**config.mk**
```make
export PLATFORM = sky130hd
export DESIGN_NAME = alu_issue_scheduler
export DESIGN_NICKNAME = d
export VERILOG_FILES = /design/src/rtl/alu_issue_scheduler.sv
export SDC_FILE = /design/constraint.sdc
export NUM_CORES = 1
export LEC_CHECK = 0
export CAP_MARGIN = 20
export CORE_ASPECT_RATIO = 0.5
export CORE_MARGIN = 10
export CORE_UTILIZATION = 44
export DETAILED_ROUTE_END_ITERATION = 10
export PLACE_DENSITY = 0.81
export SLEW_MARGIN = 20
export SYNTH_ARGS = -nofsm -noshare
export SYNTH_HDL_FRONTEND = slang
export SYNTH_SLANG_ARGS = --single-unit
```
**constraint.sdc**
```tcl
create_clock -name clock -period 5.3 [get_ports clock]
set_clock_uncertainty 0.05 [all_clocks]
set_input_delay 1.06 -clock clock [delete_from_list [all_inputs] [get_ports clock]]
set_output_delay 1.06 -clock clock [all_outputs]
set_load 0.05 [all_outputs]
```
**src/rtl/alu_issue_scheduler.sv**
```systemverilog
// Round-robin issue scheduler feeding one single-cycle ALU, with a registered execute
// stage, a 2-entry in-order completion buffer toward the CDB, and branch squash/clear.
package alu_issue_pkg;
    typedef struct packed {
        logic       valid;
        logic [1:0] opcode;
        logic [5:0] dest_reg;
        logic [7:0] src_a;
        logic [7:0] src_b;
    } ALU_PACKET;

    typedef struct packed {
        logic       valid;
        logic [5:0] completing_reg;
        logic [7:0] value;
    } CDB_REG_PACKET;
endpackage

module alu_issue_scheduler
    import alu_issue_pkg::*;
#(
    parameter int NUM_REQ = 4,
    parameter int BMASK_W = 4
) (
    input  logic                              clock,
    input  logic                              reset,
    input  logic [NUM_REQ-1:0]                req_valid,
    input  ALU_PACKET [NUM_REQ-1:0]           req_packet,
    input  logic [NUM_REQ-1:0][BMASK_W-1:0]   req_bmask,
    output logic [NUM_REQ-1:0]                req_ready,
    output ALU_PACKET                         alu_packet_out,
    input  CDB_REG_PACKET                     alu_result_in,
    input  logic                              br_valid,
    input  logic [BMASK_W-1:0]                br_mask,
    input  logic                              br_mispredict,
    output logic                              cdb_valid,
    output CDB_REG_PACKET                     cdb_packet,
    output logic [BMASK_W-1:0]                cdb_bmask,
    input  logic                              cdb_grant,
    output logic [1:0]                        buf_count
);
    localparam int PTR_W = (NUM_REQ > 1) ? $clog2(NUM_REQ) : 1;

    function automatic logic squash_hit(input logic [BMASK_W-1:0] m);
        return br_valid & br_mispredict & (|(m & br_mask));
    endfunction

    function automatic logic [BMASK_W-1:0] bmask_clear(input logic [BMASK_W-1:0] m);
        logic [BMASK_W-1:0] r;
        if (br_valid & ~br_mispredict) r = m & ~br_mask;
        else                           r = m;
        return r;
    endfunction

    // The valid field of each stored packet doubles as that slot's occupancy bit.
    ALU_PACKET                        ex_pkt_r, ex_nxt_s;
    logic [BMASK_W-1:0]               ex_bmask_r, ex_bm_nxt_s;
    CDB_REG_PACKET [1:0]              buf_pkt_r, buf_nxt_s;
    logic [1:0][BMASK_W-1:0]          buf_bmask_r, buf_bm_nxt_s;
    logic [PTR_W-1:0]                 rr_ptr_r, rr_nxt_s;

    logic [1:0]       buf_sq_s, keep_s;
    logic             deq_s, live_full_s, ex_sq_s, ex_moves_s, ex_free_s;
    logic             grant_found_s, grant_s;
    logic [PTR_W-1:0] grant_idx_s, idx_s;
    CDB_REG_PACKET    enq_pkt_s;
    logic             unused_valid_s;

    // Incoming valid fields are implied by the handshake and the ex-stage state.
    assign unused_valid_s = alu_result_in.valid ^ (^req_packet);

    // Squash, dequeue and ex-stage movement decisions for this cycle.
    always_comb begin
        buf_sq_s[0] = buf_pkt_r[0].valid & squash_hit(buf_bmask_r[0]);
        buf_sq_s[1] = buf_pkt_r[1].valid & squash_hit(buf_bmask_r[1]);
        cdb_valid   = buf_pkt_r[0].valid & ~buf_sq_s[0];
        deq_s       = cdb_valid & cdb_grant;
        keep_s[0]   = buf_pkt_r[0].valid & ~buf_sq_s[0] & ~deq_s;
        keep_s[1]   = buf_pkt_r[1].valid & ~buf_sq_s[1];
        live_full_s = (buf_pkt_r[0].valid & ~buf_sq_s[0]) & keep_s[1];
        ex_sq_s     = ex_pkt_r.valid & squash_hit(ex_bmask_r);
        ex_moves_s  = ex_pkt_r.valid & ~ex_sq_s & (~live_full_s | deq_s);
        ex_free_s   = ~ex_pkt_r.valid | ex_moves_s | ex_sq_s;
    end

    // Round-robin search from rr_ptr over lanes not hit by a squash.
    always_comb begin
        grant_found_s = 1'b0;
        grant_idx_s   = '0;
        idx_s         = '0;
        req_ready     = '0;
        for (int k = 0; k < NUM_REQ; k++) begin
            idx_s = PTR_W'((int'(rr_ptr_r) + k) % NUM_REQ);
            if (!grant_found_s && req_valid[idx_s] && !squash_hit(req_bmask[idx_s])) begin
                grant_found_s = 1'b1;
                grant_idx_s   = idx_s;
            end else begin
                grant_found_s = grant_found_s;
            end
        end
        grant_s = grant_found_s & ex_free_s;
        if (grant_s) begin
            req_ready[grant_idx_s] = 1'b1;
            rr_nxt_s = PTR_W'((int'(grant_idx_s) + 1) % NUM_REQ);
        end else begin
            rr_nxt_s = rr_ptr_r;
        end
    end

    // Execute-stage next state: load on grant, empty on move/squash, else hold.
    always_comb begin
        ex_nxt_s    = ex_pkt_r;
        ex_bm_nxt_s = bmask_clear(ex_bmask_r);
        if (grant_s) begin
            ex_nxt_s       = req_packet[grant_idx_s];
            ex_nxt_s.valid = 1'b1;
            ex_bm_nxt_s    = bmask_clear(req_bmask[grant_idx_s]);
        end else if (ex_moves_s | ex_sq_s) begin
            ex_nxt_s.valid = 1'b0;
        end else begin
            ex_nxt_s.valid = ex_pkt_r.valid;
        end
    end

    // Buffer next state: survivors compact toward the head, the ex result joins at the tail.
    always_comb begin
        enq_pkt_s          = alu_result_in;
        enq_pkt_s.valid    = 1'b1;
        buf_nxt_s          = buf_pkt_r;
        buf_nxt_s[0].valid = 1'b0;
        buf_nxt_s[1].valid = 1'b0;
        buf_bm_nxt_s[0]    = bmask_clear(buf_bmask_r[0]);
        buf_bm_nxt_s[1]    = bmask_clear(buf_bmask_r[1]);
        case (keep_s)
            2'b11: begin
                buf_nxt_s = buf_pkt_r;
            end
            2'b01: begin
                buf_nxt_s[0] = buf_pkt_r[0];
                if (ex_moves_s) begin
                    buf_nxt_s[1]    = enq_pkt_s;
                    buf_bm_nxt_s[1] = bmask_clear(ex_bmask_r);
                end else begin
                    buf_nxt_s[1].valid = 1'b0;
                end
            end
            2'b10: begin
                buf_nxt_s[0]    = buf_pkt_r[1];
                buf_bm_nxt_s[0] = bmask_clear(buf_bmask_r[1]);
                if (ex_moves_s) begin
                    buf_nxt_s[1]    = enq_pkt_s;
                    buf_bm_nxt_s[1] = bmask_clear(ex_bmask_r);
                end else begin
                    buf_nxt_s[1].valid = 1'b0;
                end
            end
            default: begin
                if (ex_moves_s) begin
                    buf_nxt_s[0]    = enq_pkt_s;
                    buf_bm_nxt_s[0] = bmask_clear(ex_bmask_r);
                end else begin
                    buf_nxt_s[0].valid = 1'b0;
                end
            end
        endcase
    end

    // State registers; reset drops all in-flight work at once.
    always_ff @(posedge clock or negedge reset) begin
        if (!reset) begin
            ex_pkt_r    <= '0;
            ex_bmask_r  <= '0;
            buf_pkt_r   <= '0;
            buf_bmask_r <= '0;
            rr_ptr_r    <= '0;
        end else begin
            ex_pkt_r    <= ex_nxt_s;
            ex_bmask_r  <= ex_bm_nxt_s;
            buf_pkt_r   <= buf_nxt_s;
            buf_bmask_r <= buf_bm_nxt_s;
            rr_ptr_r    <= rr_nxt_s;
        end
    end

    // Output views of the stored state.
    always_comb begin
        alu_packet_out   = ex_pkt_r;
        cdb_packet       = buf_pkt_r[0];
        cdb_packet.valid = cdb_valid;
        cdb_bmask        = bmask_clear(buf_bmask_r[0]);
        buf_count        = {1'b0, buf_pkt_r[0].valid} + {1'b0, buf_pkt_r[1].valid};
    end
endmodule

```
After elaboration in Yosys (flattened, before gate mapping) --
Index checks and enable logic that the tools add are counted.
Storage, ports and cells: logic and storage cells 148, register bits 69, output and inout bits 51, input bits 144
Operators by class: reductions and logical operators 28, bitwise operators 45, muxes and demuxes 46, equal/unequal tests 3, add/sub/neg operators 5, $lt $le $gt $ge 6
Operator list (number):
- $pmux 15 s2 | 2
- $mux 4 | 14
- $bmux 25 s2 | 1
- $and 4x4->4 | 11
- $bmux 4 s2 | 5
- $reduce_or 4->1 | 7
- $mux 24 | 1
- $and 1x1->1 | 20
- $lt 2x3->1 const B | 5
- $mux 14 | 1
- $mux 1 | 12
- $not 1->1 | 9
- $bmux 1 s2 | 4
- $logic_and 1x1->1 | 8
- $mux 2 | 4
- $pmux 4 s2 | 1
- $logic_not 1->1 | 7
- $add 2x1->2 const B | 2
- $add 2x2->2 const B | 2
- $eq 2x2->1 const B | 2
- $not 4->4 | 1
- $or 1x1->1 | 4
- $reduce_bool 2->1 | 2
- $reduce_or 2->1 | 2
- 6 further kinds | 6

Longest topological paths before layout --
Gate-level depths: netlist (run 1).
depth in word-level cells 25, depth in mapped cells 15, mapped depth without buffers 10

Least setup slack after synthesis (run 1) --
Ideal clock, no wire load.
path type input-to-output, from input req_bmask[10] (netlist bit), to output req_ready[1], setup slack 438 ps, arrival 3752 ps, required time 4190 ps, cell stages on the path 11, cells stage by stage mux4_2 a22oi_1 a31oi_1 a211o_1 or4_1 nand4_4 and2_4 buf_6 buf_6 ha_1 and3_1
On the way: word-level cells in the longest chain between the ends 25
RTL lines:
- start: declaration | line 29 | input logic [NUM_REQ-1:0][BMASK_W-1:0] req_bmask,
- $bmux 4 s2 | line 94 | if (!grant_found_s && req_valid[idx_s] && !squash_hit(req_bmask[idx_s])) begin
- $mux 4 (implied by the code) | line 94
- $and 4x4->4 | line 45 | return br_valid & br_mispredict & (|(m & br_mask));
- $reduce_or 4->1 | line 45
- $and 1x1->1 | line 45
- $logic_not 1->1 | line 94
- $logic_and 1x1->1 | line 94
- $mux 1 | line 94
- (+8 left out)
- $logic_not 1->1 | line 94
- $logic_and 1x1->1 (2 in a row) | line 94
- $mux 2 | line 94
- $lt 2x3->1 (implied by the code) / $ge 2x1->1 (equally long branches) | line 103 | req_ready[grant_idx_s] = 1'b1;
- $logic_and 1x1->1 (implied by the code) | line 103
- $mux 1 (implied by the code) | line 103
- $demux 1 s2 | line 103
- $mux 4 * | line 102 | if (grant_s) begin
- end: declaration | line 30 | output logic [NUM_REQ-1:0] req_ready,
Mark *: on every way between the ends. The rest lies on a longest branch, timed or not. The select of a mux whose other input is x is not followed.

Worst setup path in the final report (run 1) --
from input req_bmask[6] (netlist bit), to output req_ready[3]
Same word-level chain as after synthesis.

==> results by stage, run 1 <==
Status:
- The run finished with clean final reports.

Timing:
- The fmax is 191 MHz.
- Of the available clock period, the critical path in the final layout requires 98.7%.
- The slew at the pin closest to its max-slew limit is 1.07 ns.
- The number of slew-limit violations in the final report is 0.
- The number of failing hold endpoints at the final stage is 0.
- In the post-route analysis, the smallest setup slack over all paths is 0.0685 ns.
- The relative slew slack is 28.7%.
- Setup violations remaining at the end of the flow were counted as 0.
- The shortest clock period the worst path allows after layout is 5.23 ns.
- The tightest hold path in the finished design has a slack of 0.451 ns.
- Setup repair after global routing could not meet its margin everywhere.

Place:
- The worst slack at placement is 0.0356 ns.
- The post-detailed-placement cell area is 6760 um^2.
- The global placement routability congestion is 0.862.
- The HPWL after detailed placement is 12300 um.
- The count of port buffers added during placement is 189.

Critical path:
- The highest fanout seen on the critical path is 4.
- The endpoint identified for the worst register-to-register timing path is alu_packet_out[0].
- The launching element type of the critical path is an input pin.
- The critical path's slowest cell is sky130_fd_sc_hd__or4_4.
- The category of the critical setup timing path is in -> out.
- The arrival time of the worst setup path is 4.12 ns.
- The top cell family by delay on the critical path is simple AND/OR/NAND/NOR gates.
- STA classifies the critical path endpoint as an output port.
- The start of the worst register-to-register path is rr_ptr_r[0].
- The delay of the slowest critical-path stage is 0.54 ns.
- The number of cells on the critical path is 12.
- The critical path goes through clkdlybuf4s50_1 -> mux4_2 -> a22oi_1 -> a31oi_1 -> a211o_1 -> or4_4 -> nand4_4 -> and2_4 -> inv_1 -> ha_1 -> and3_1 -> buf_12.
- The number of buffers and inverters on the critical path is 3.
- The worst setup path endpoint is req_ready[3].
- The start point of the critical path is req_bmask[6].
- Measured in cells, the most critical reg-to-reg path has a length of 9.
- The setup slack of the most critical reg-to-reg path is 1.27 ns.
- At the worst endpoint, the required time is 4.19 ns.

Synthesis:
- Summing the areas of all and, or, nand and nor instances in the mapped netlist gives 9.10% of the synthesized area.
- Counting every instance in the synthesized netlist gives 395.
- Of the total synthesized cell area, the portion taken by XOR and XNOR cells is 0.181%.
- Counting distinct cell types in the post-synthesis netlist gives 51.
- The synthesized net count is 547.
- The most instantiated library cell after synthesis is sky130_fd_sc_hd__dfrtp_1.
- Of all cell types, the one taking the most synthesized area is sky130_fd_sc_hd__dfrtp_1.
- The commonest register cell after synthesis is sky130_fd_sc_hd__dfrtp_1.
- After synthesis, the mean cell area works out to 12.3 um^2.
- The synthesized cell area is 4850 um^2.
- The multiplexer share of the synthesized area is 34.3%.
- In the synthesized netlist, the cells that appear most often are 69 x sky130_fd_sc_hd__dfrtp_1, 29 x sky130_fd_sc_hd__mux2_2, 27 x sky130_fd_sc_hd__mux2i_1, 24 x sky130_fd_sc_hd__nor2_1.
- The synthesized netlist devotes 12.1% of its cell area to compound gates.
- After synthesis, the cell types taking the most area are sky130_fd_sc_hd__dfrtp_1 36%, sky130_fd_sc_hd__mux4_2 10%, sky130_fd_sc_hd__mux2_2 6.7%.
- The fraction of registers with async set/reset is 100%.
- The sequential fraction of the synthesis area is 35.6%.
- During synthesis, Yosys emitted a total of 0 warnings.
- After synthesis, the largest area contributor takes up 35.6% of total cell area.
- The count of flip-flops with a built-in enable after synthesis is 0.
- In this run, synthesis produced a sequential element count of 69.
- By area, the combinational part of the netlist is dominated by multiplexers.
- After Yosys synthesis, full adders, half adders and majority gates account for 2.06% of the synthesized area.

Floorplanning:
- Measured along the y axis, the die boundary spans 94.3 um.
- The count of pins on the block boundary is 195.
- The standard cell core area is 10500 um^2.
- The die covers 15900 um^2.
- From left edge to right edge, the die measures 169 um.
- The starting density of the core is 46.3%.
- The initialized floorplan defines 26 standard-cell rows.

Cells and area:
- Compared with the post-synthesis result, the final layout area differs by 45.8%.
- The multi-input combinational cells in the finished layout cover a total of 2820 um^2.
- The share of final-layout standard cells stronger than drive strength 1 is 20.7%.
- Summing all non-filler instances in the final layout gives an area of 7080 um^2.
- The filler cell count in the final layout is 812.
- 0 antenna diodes ended up in the layout.
- The net count of the finished layout is 724.
- In the final layout, flip-flops and latches occupy 1730 um^2.

Hold path:
- Along the worst hold path, the cell count comes to 1.
- The kind of path behind the tightest hold check is reg -> reg.

Global route:
- The total congestion overflow is 0.
- The pin count of the biggest net entering global routing is 36.
- The number of antenna violations at the first check in global routing is 0.
- The first global-routing pass estimated 23500 um of wire.
- The number of global-route vias before repair is 4217.
- The global-route total usage across every layer is 18.5%.

Detailed routing:
- The total vias in the final route is 4054.
- The detailed-route DRC error count is 0.
- The per-cell via count in the routed design is 5.66.
- The final layout contains routed wiring with a total length of 15400 um.
- The first-iteration detailed-routing DRC count is 296.
- The number of iterations in the first detailed-routing pass is 4.
- In the final routed layout, each cell accounts on average for 21.5 um.
- In this run the remaining antenna-violating nets after routing total 0.

Clock network:
- Clock tree synthesis selected as its root buffer the cell sky130_fd_sc_hd__clkbuf_16.
- The CTS buffer count is 9.
- The deepest level of the CTS H-tree is 3.
- Clock tree synthesis found a total of 69 sinks.
- The clock reaches the later pin of the worst-skew pair after 0.33 ns.
- The clock passes through at most 2 buffers.
- The clock transition at the registers of the reported paths is 0.05 ns.
- The CTS tree is built.

Pwr:
- The design draws 5580 uW.
- The power density normalized to cell area is 789 nW/um^2.
- The portion of total power attributed to combinational logic is 71.0%.
- Of the total power, registers draw 18.5%.
- The clock network fraction of design power is 10.5%.
- The internal power consumption is 3090 uW.
- IR analysis of the VDD net gives a maximum drop of 0.585 mV.
- The leakage power total is 0.00293 uW.
- The fraction of power spent switching nets is 44.6%.
- The net switching power is 2490 uW.

Flow run:
- The max-capacitance violation count is 0.
-- area by class of cell --
class                           count  share of cell area (%)
Clock buffer                        9                    3.18
Multi-Input combinational cell    280                    39.9
Sequential cell                    69                    24.4
Inverter                            4                   0.212
Timing Repair Buffer              208                    28.9
Clock inverter                      6                   0.902
Tap cell                          140                    2.48
-- cells by family after synthesis --
family / Yosys count
XOR/XNOR: 1
adder cells (fa/ha/maj): 8
buffers and inverters: 46
AND/OR/NAND/NOR: 80
flip-flops: 69
multiplexers: 109
AO/OA/AOI/OAI: 82
-- power by group through the flow --
stage | Clock, uW | Combinational, uW | Sequential [uW]
6_report | 585 | 3970 | 1030
2_1_floorplan | 0 | 2810 | 1300
5_1_grt | 624 | 4230 | 1070
3_3_place_gp | 0 | 3890 | 1020
3_5_place_dp | 0 | 3970 | 1040
4_1_cts | 596 | 3980 | 1030
-- through the flow --
step / std cells / TNS [ns] / util (%)
after floorplan: 395 / 0 / -
after global placement: 699 / 0 / 64.5
after detailed placement: 699 / 0 / 64.5
after CTS: 714 / 0 / 67.3
after global routing: 716 / -0.0651 / 67.6
final: 716 / 0 / 67.6
-- how the worst min path moves through the flow --
| stage | from | end | slack [ns] |
|---|---|---|---|
| finish | alu_packet_out[4] | alu_packet_out[4] | 0.45 |
| global route | buf_pkt_r[22] | buf_pkt_r[22] | 0.47 |
| CTS | alu_packet_out[4] | alu_packet_out[4] | 0.46 |
| detailed placement | alu_packet_out[4] | alu_packet_out[4] | 0.44 |
| global placement | buf_pkt_r[23] | buf_pkt_r[23] | 0.44 |
| floorplan | buf_pkt_r[15] | buf_pkt_r[15] | 0.43 |
-- sequential cells by signal, indices dropped and copies added, names as in the netlist --
| signal | count |
|---|---|
| cdb_packet | 14 |
| alu_packet_out | 25 |
| buf_bmask_r | 8 |
| rr_ptr_r | 2 |
| buf_pkt_r | 16 |
| ex_bmask_r | 4 |
-- layout by cell type, fill, tap and decap left out, drive strengths merged, types with 15 or more instances in the layout --
| master | Yosys | final |
|---|---|---|
| clkdlybuf4s50 | 0 | 183 |
| dfrtp | 69 | 69 |
| mux2 | 50 | 50 |
| mux4 | 32 | 32 |
| mux2i | 27 | 27 |
| nor2 | 24 | 24 |
| buf | 31 | 24 |
| a21oi | 22 | 22 |
| a221oi | 15 | 15 |
-- timing repair --
| action | in CTS | in global routing |
|---|---|---|
| hold buffers | 0 | 0 |
| buffers inserted | 0 | 2 |
| gates resized for setup | 0 | 3 |
| endpoints found under the setup margin | 0 | 4 |
-- routing by layer --
metal	global-route usage, %	up-vias	share of wire (%)
met5	0	-	0
met4	5.69	0	2.2
met3	3.51	26	3.9
met2	33.7	103	54
met1	21.7	2049	39
li1	-	1876	-
(Power assumes the default switching activity.)
==> run 2, diff against run 1 <==
--- a/config.mk
+++ b/config.mk
@@ -8,9 +8,9 @@
 export CAP_MARGIN = 20
 export CORE_ASPECT_RATIO = 0.5
 export CORE_MARGIN = 10
-export CORE_UTILIZATION = 44
+export CORE_UTILIZATION = 48
 export DETAILED_ROUTE_END_ITERATION = 10
-export PLACE_DENSITY = 0.81
+export PLACE_DENSITY = 0.88
 export SLEW_MARGIN = 20
 export SYNTH_ARGS = -nofsm -noshare
 export SYNTH_HDL_FRONTEND = slang
==> constraint.sdc (replaced) <==
create_clock -name clock -period 6.5 [get_ports clock]
set_clock_uncertainty 0.05 [all_clocks]
set_input_delay 1.3 -clock clock [delete_from_list [all_inputs] [get_ports clock]]
set_output_delay 1.3 -clock clock [all_outputs]
set_load 0.05 [all_outputs]
==> results by stage, run 2 (same netlist as run 1, synthesis figures left out) <==
Clock network:
- The CTS tree is built (unchanged).
- The deepest level of the CTS H-tree is 3 (unchanged).
- The number of resized instances in the post-cts repair step was 0 (unchanged).
- The number of buffers inserted for hold repair after clock tree synthesis is 0 (unchanged).
- The worst-case clock buffer depth is 2 (unchanged).
- The clock insertion delay at the later pin of the skew report is 0.32 ns (was 0.33 ns).
- The number of clock sinks is 69 (unchanged).
- The total setup buffers inserted after CTS was 0 (unchanged).
- The clock tree root buffer cell is sky130_fd_sc_hd__clkbuf_16 (unchanged).
- The CTS buffer count is 9 (unchanged).
- The clock transition at the registers of the reported paths is 0.06 ns (was 0.05 ns).

Global route:
- The number of antenna violations at the first check in global routing was 0 (unchanged).
- The global-route total usage across every layer is 20.0% (was 18.5%).
- The number of global-route vias before repair is 4229 (was 4217).
- The total congestion overflow is 0 (unchanged).
- The pin count of the biggest net entering global routing is 70 (was 36).
- The wire length of the first global-routing pass is 23700 um (was 23500 um).

Place:
- The HPWL after detailed placement is 11900 um (was 12300 um).
- The global placement routability congestion came to 0.887 (was 0.862).
- The count of port buffers added during placement is 189 (unchanged).

Cells and area:
- The synthesis-to-layout area growth is 43.8% (was 45.8%).
- The final antenna diode count is 0 (unchanged).
- The number of nets at the end of the flow was 713 (was 724).
- Highest-count cells in the layout ignoring fill and taps: 184 x sky130_fd_sc_hd__clkdlybuf4s50_1, 69 x sky130_fd_sc_hd__dfrtp_1, 29 x sky130_fd_sc_hd__mux2_2 (was 183 x sky130_fd_sc_hd__clkdlybuf4s50_1, 69 x sky130_fd_sc_hd__dfrtp_1, 29 x sky130_fd_sc_hd__mux2_2).
- The most common cell after layout, fill and taps aside is sky130_fd_sc_hd__clkdlybuf4s50_1 (unchanged).
- The utilization of the core after routing is 72.4% (was 67.6%).
- The number of flip-flops under the largest register name was 25 (unchanged).
- The share of final-layout standard cells stronger than drive strength 1 came to 18.8% (was 20.7%).

Critical path:
- The category of the critical setup timing path was in -> out (unchanged).
- The delay of the slowest critical-path stage is 0.58 ns (was 0.54 ns).
- The critical path endpoint category is an output port (unchanged).
- The start of the worst register-to-register path is rr_ptr_r[1] (was rr_ptr_r[0]).
- The start point of the critical path was req_bmask[7] (was req_bmask[6]).
- The critical path's slowest cell is sky130_fd_sc_hd__or4_1 (was sky130_fd_sc_hd__or4_4).
- Cells along the critical path: clkdlybuf4s50_1 -> mux4_1 -> a22oi_1 -> a31oi_1 -> a211o_1 -> or4_1 -> nand4_4 -> and2_4 -> inv_1 -> ha_1 -> and3_1 -> buf_4 (was clkdlybuf4s50_1 -> mux4_2 -> a22oi_1 -> a31oi_1 -> a211o_1 -> or4_4 -> nand4_4 -> and2_4 -> inv_1 -> ha_1 -> and3_1 -> buf_12).
- The highest fanout seen on the critical path is 9 (was 4).
- The launching element type of the critical path was an input pin (unchanged).
- The arrival time of the worst setup path is 4.59 ns (was 4.12 ns).
- The critical path required time is 5.15 ns (was 4.19 ns).

Detailed routing:
- The per-cell via count in the routed design was 5.68 (was 5.66).
- The total wire length after detailed routing is 15100 um (was 15400 um).
- The detailed-route wire length on metal 1 is 5750 um (was 6070 um).
- The remaining antenna violation count after routing is 0 (unchanged).
- The detailed-routed wire length on met2 came to 8220 um (was 8370 um).
- The number of iterations in the first detailed-routing pass is 4 (unchanged).
- The detail-routed net length per standard cell is 21.6 um (was 21.5 um).
- The total vias in the final route came to 3975 (was 4054).
- The first-iteration detailed-routing DRC count is 332 (was 296).
- The top routing layer in use was met4 (unchanged).
- The detailed-route DRC error count is 0 (unchanged).
- The met3 routed wirelength is 860 um (was 594 um).

Floorplanning:
- The die area is 14800 um^2 (was 15900 um^2).
- The count of pins on the block boundary is 195 (unchanged).
- The number of rows in the core area is 25 (was 26).
- The standard cell core area came to 9630 um^2 (was 10500 um^2).
- The starting density of the core was 50.4% (was 46.3%).
- The height of the die is 91.1 um (was 94.3 um).
- The die outline width is 162 um (was 169 um).

Pwr:
- The peak ir drop on the vdd network came to 0.308 mV (was 0.585 mV).
- The power density normalized to cell area is 645 nW/um^2 (was 789 nW/um^2).
- The leakage power total is 0.00286 uW (was 0.00293 uW).

Timing:
- The count of endpoints failing setup in the final report was 0 (unchanged).
- The fmax is 168 MHz.
- The number of slew-limit violations in the final report was 0 (unchanged).
- The worst path in the final design needs a cycle of 5.94 ns, including I/O delays and setup.
- The number of failing hold endpoints at the final stage is 0 (unchanged).
- The slew at the pin closest to its max-slew limit is 1.04 ns (was 1.07 ns).
- The sum of negative setup slack was 0 ns (unchanged).
- The post-route clock period utilization is 91.4%.
- The relative slew slack is 30.8% (was 28.7%).
- Unrepaired setup endpoints after global routing: no (was yes).

Flow run:
- The max-capacitance violation count is 0 (unchanged).

Hold path:
- The kind of path behind the tightest hold check is reg -> reg (unchanged).
- The launch point of the worst hold path is buf_pkt_r[20] (was alu_packet_out[4]).

Status:
- Status: finished, final reports clean (unchanged).
==> run 2: cell types whose count changed in the layout (fill, tap and decap cells not counted), sizes merged <==
cell | previous run | this run
dlymetal6s2s | 1 | 0
clkdlybuf4s50 | 183 | 184
buf | 24 | 13
==> run 2: power breakdown <==
group	switching [uW]	internal [uW]	total [uW]
logic	1670	1510	3180
registers	182	670	852
clock network	181	294	475
total	2030	2480	4500
==> run 2: per-stage QoR <==
stage	power, uW	setup slack, ns	std cells	cell area (um^2)	hold slack, ns
after CTS	4540	0.591	700	6980	0.459
after global routing	4780	0.448	700	6980	0.464
after global placement	3950	0.646	685	6690	0.439
final	4500	0.560	700	6980	0.456
after detailed placement	4030	0.630	685	6690	0.446
after floorplan	3350	1.16	395	4850	0.430
==> run 2: routing by layer <==
layer / up-vias / track usage, %
met1: 1982 / 23.1
met2: 121 / 37.0
met4: 0 / 5.50
met3: 19 / 3.83
li1: 1853 / -
met5: - / 0
==> run 2: final timing paths <==
kind	to	slack (ns)	depth (start not counted)
max	req_ready[2]	0.56	12
min	buf_pkt_r[20]	0.46	1
max reg2reg	alu_packet_out[21]	2.14	10
min reg2reg	buf_pkt_r[20]	0.46	1
max in group asynchronous	buf_pkt_r[19]	4.71	2
min in group asynchronous	ex_bmask_r[2]	1.13	2
==> run 2: final cells by class <==
| type | count | area, um^2 |
|---|---|---|
| sequential | 69 | 1730 |
| inverter | 4 | 15.0 |
| multi-input combinational | 280 | 2820 |
| tap | 135 | 169 |
| clock buffer | 9 | 225 |
| clock inverter | 6 | 63.8 |
| fill | 697 | 2660 |
| timing repair buffer | 197 | 1960 |
==> run 2: critical path: cells and delay by family <==
kind            cells  cell delay [ns]
simple gates        4             1.14
buf+inv             3             0.75
compound gates      3             0.64
mux                 1             0.56
fa+ha+maj           1             0.18
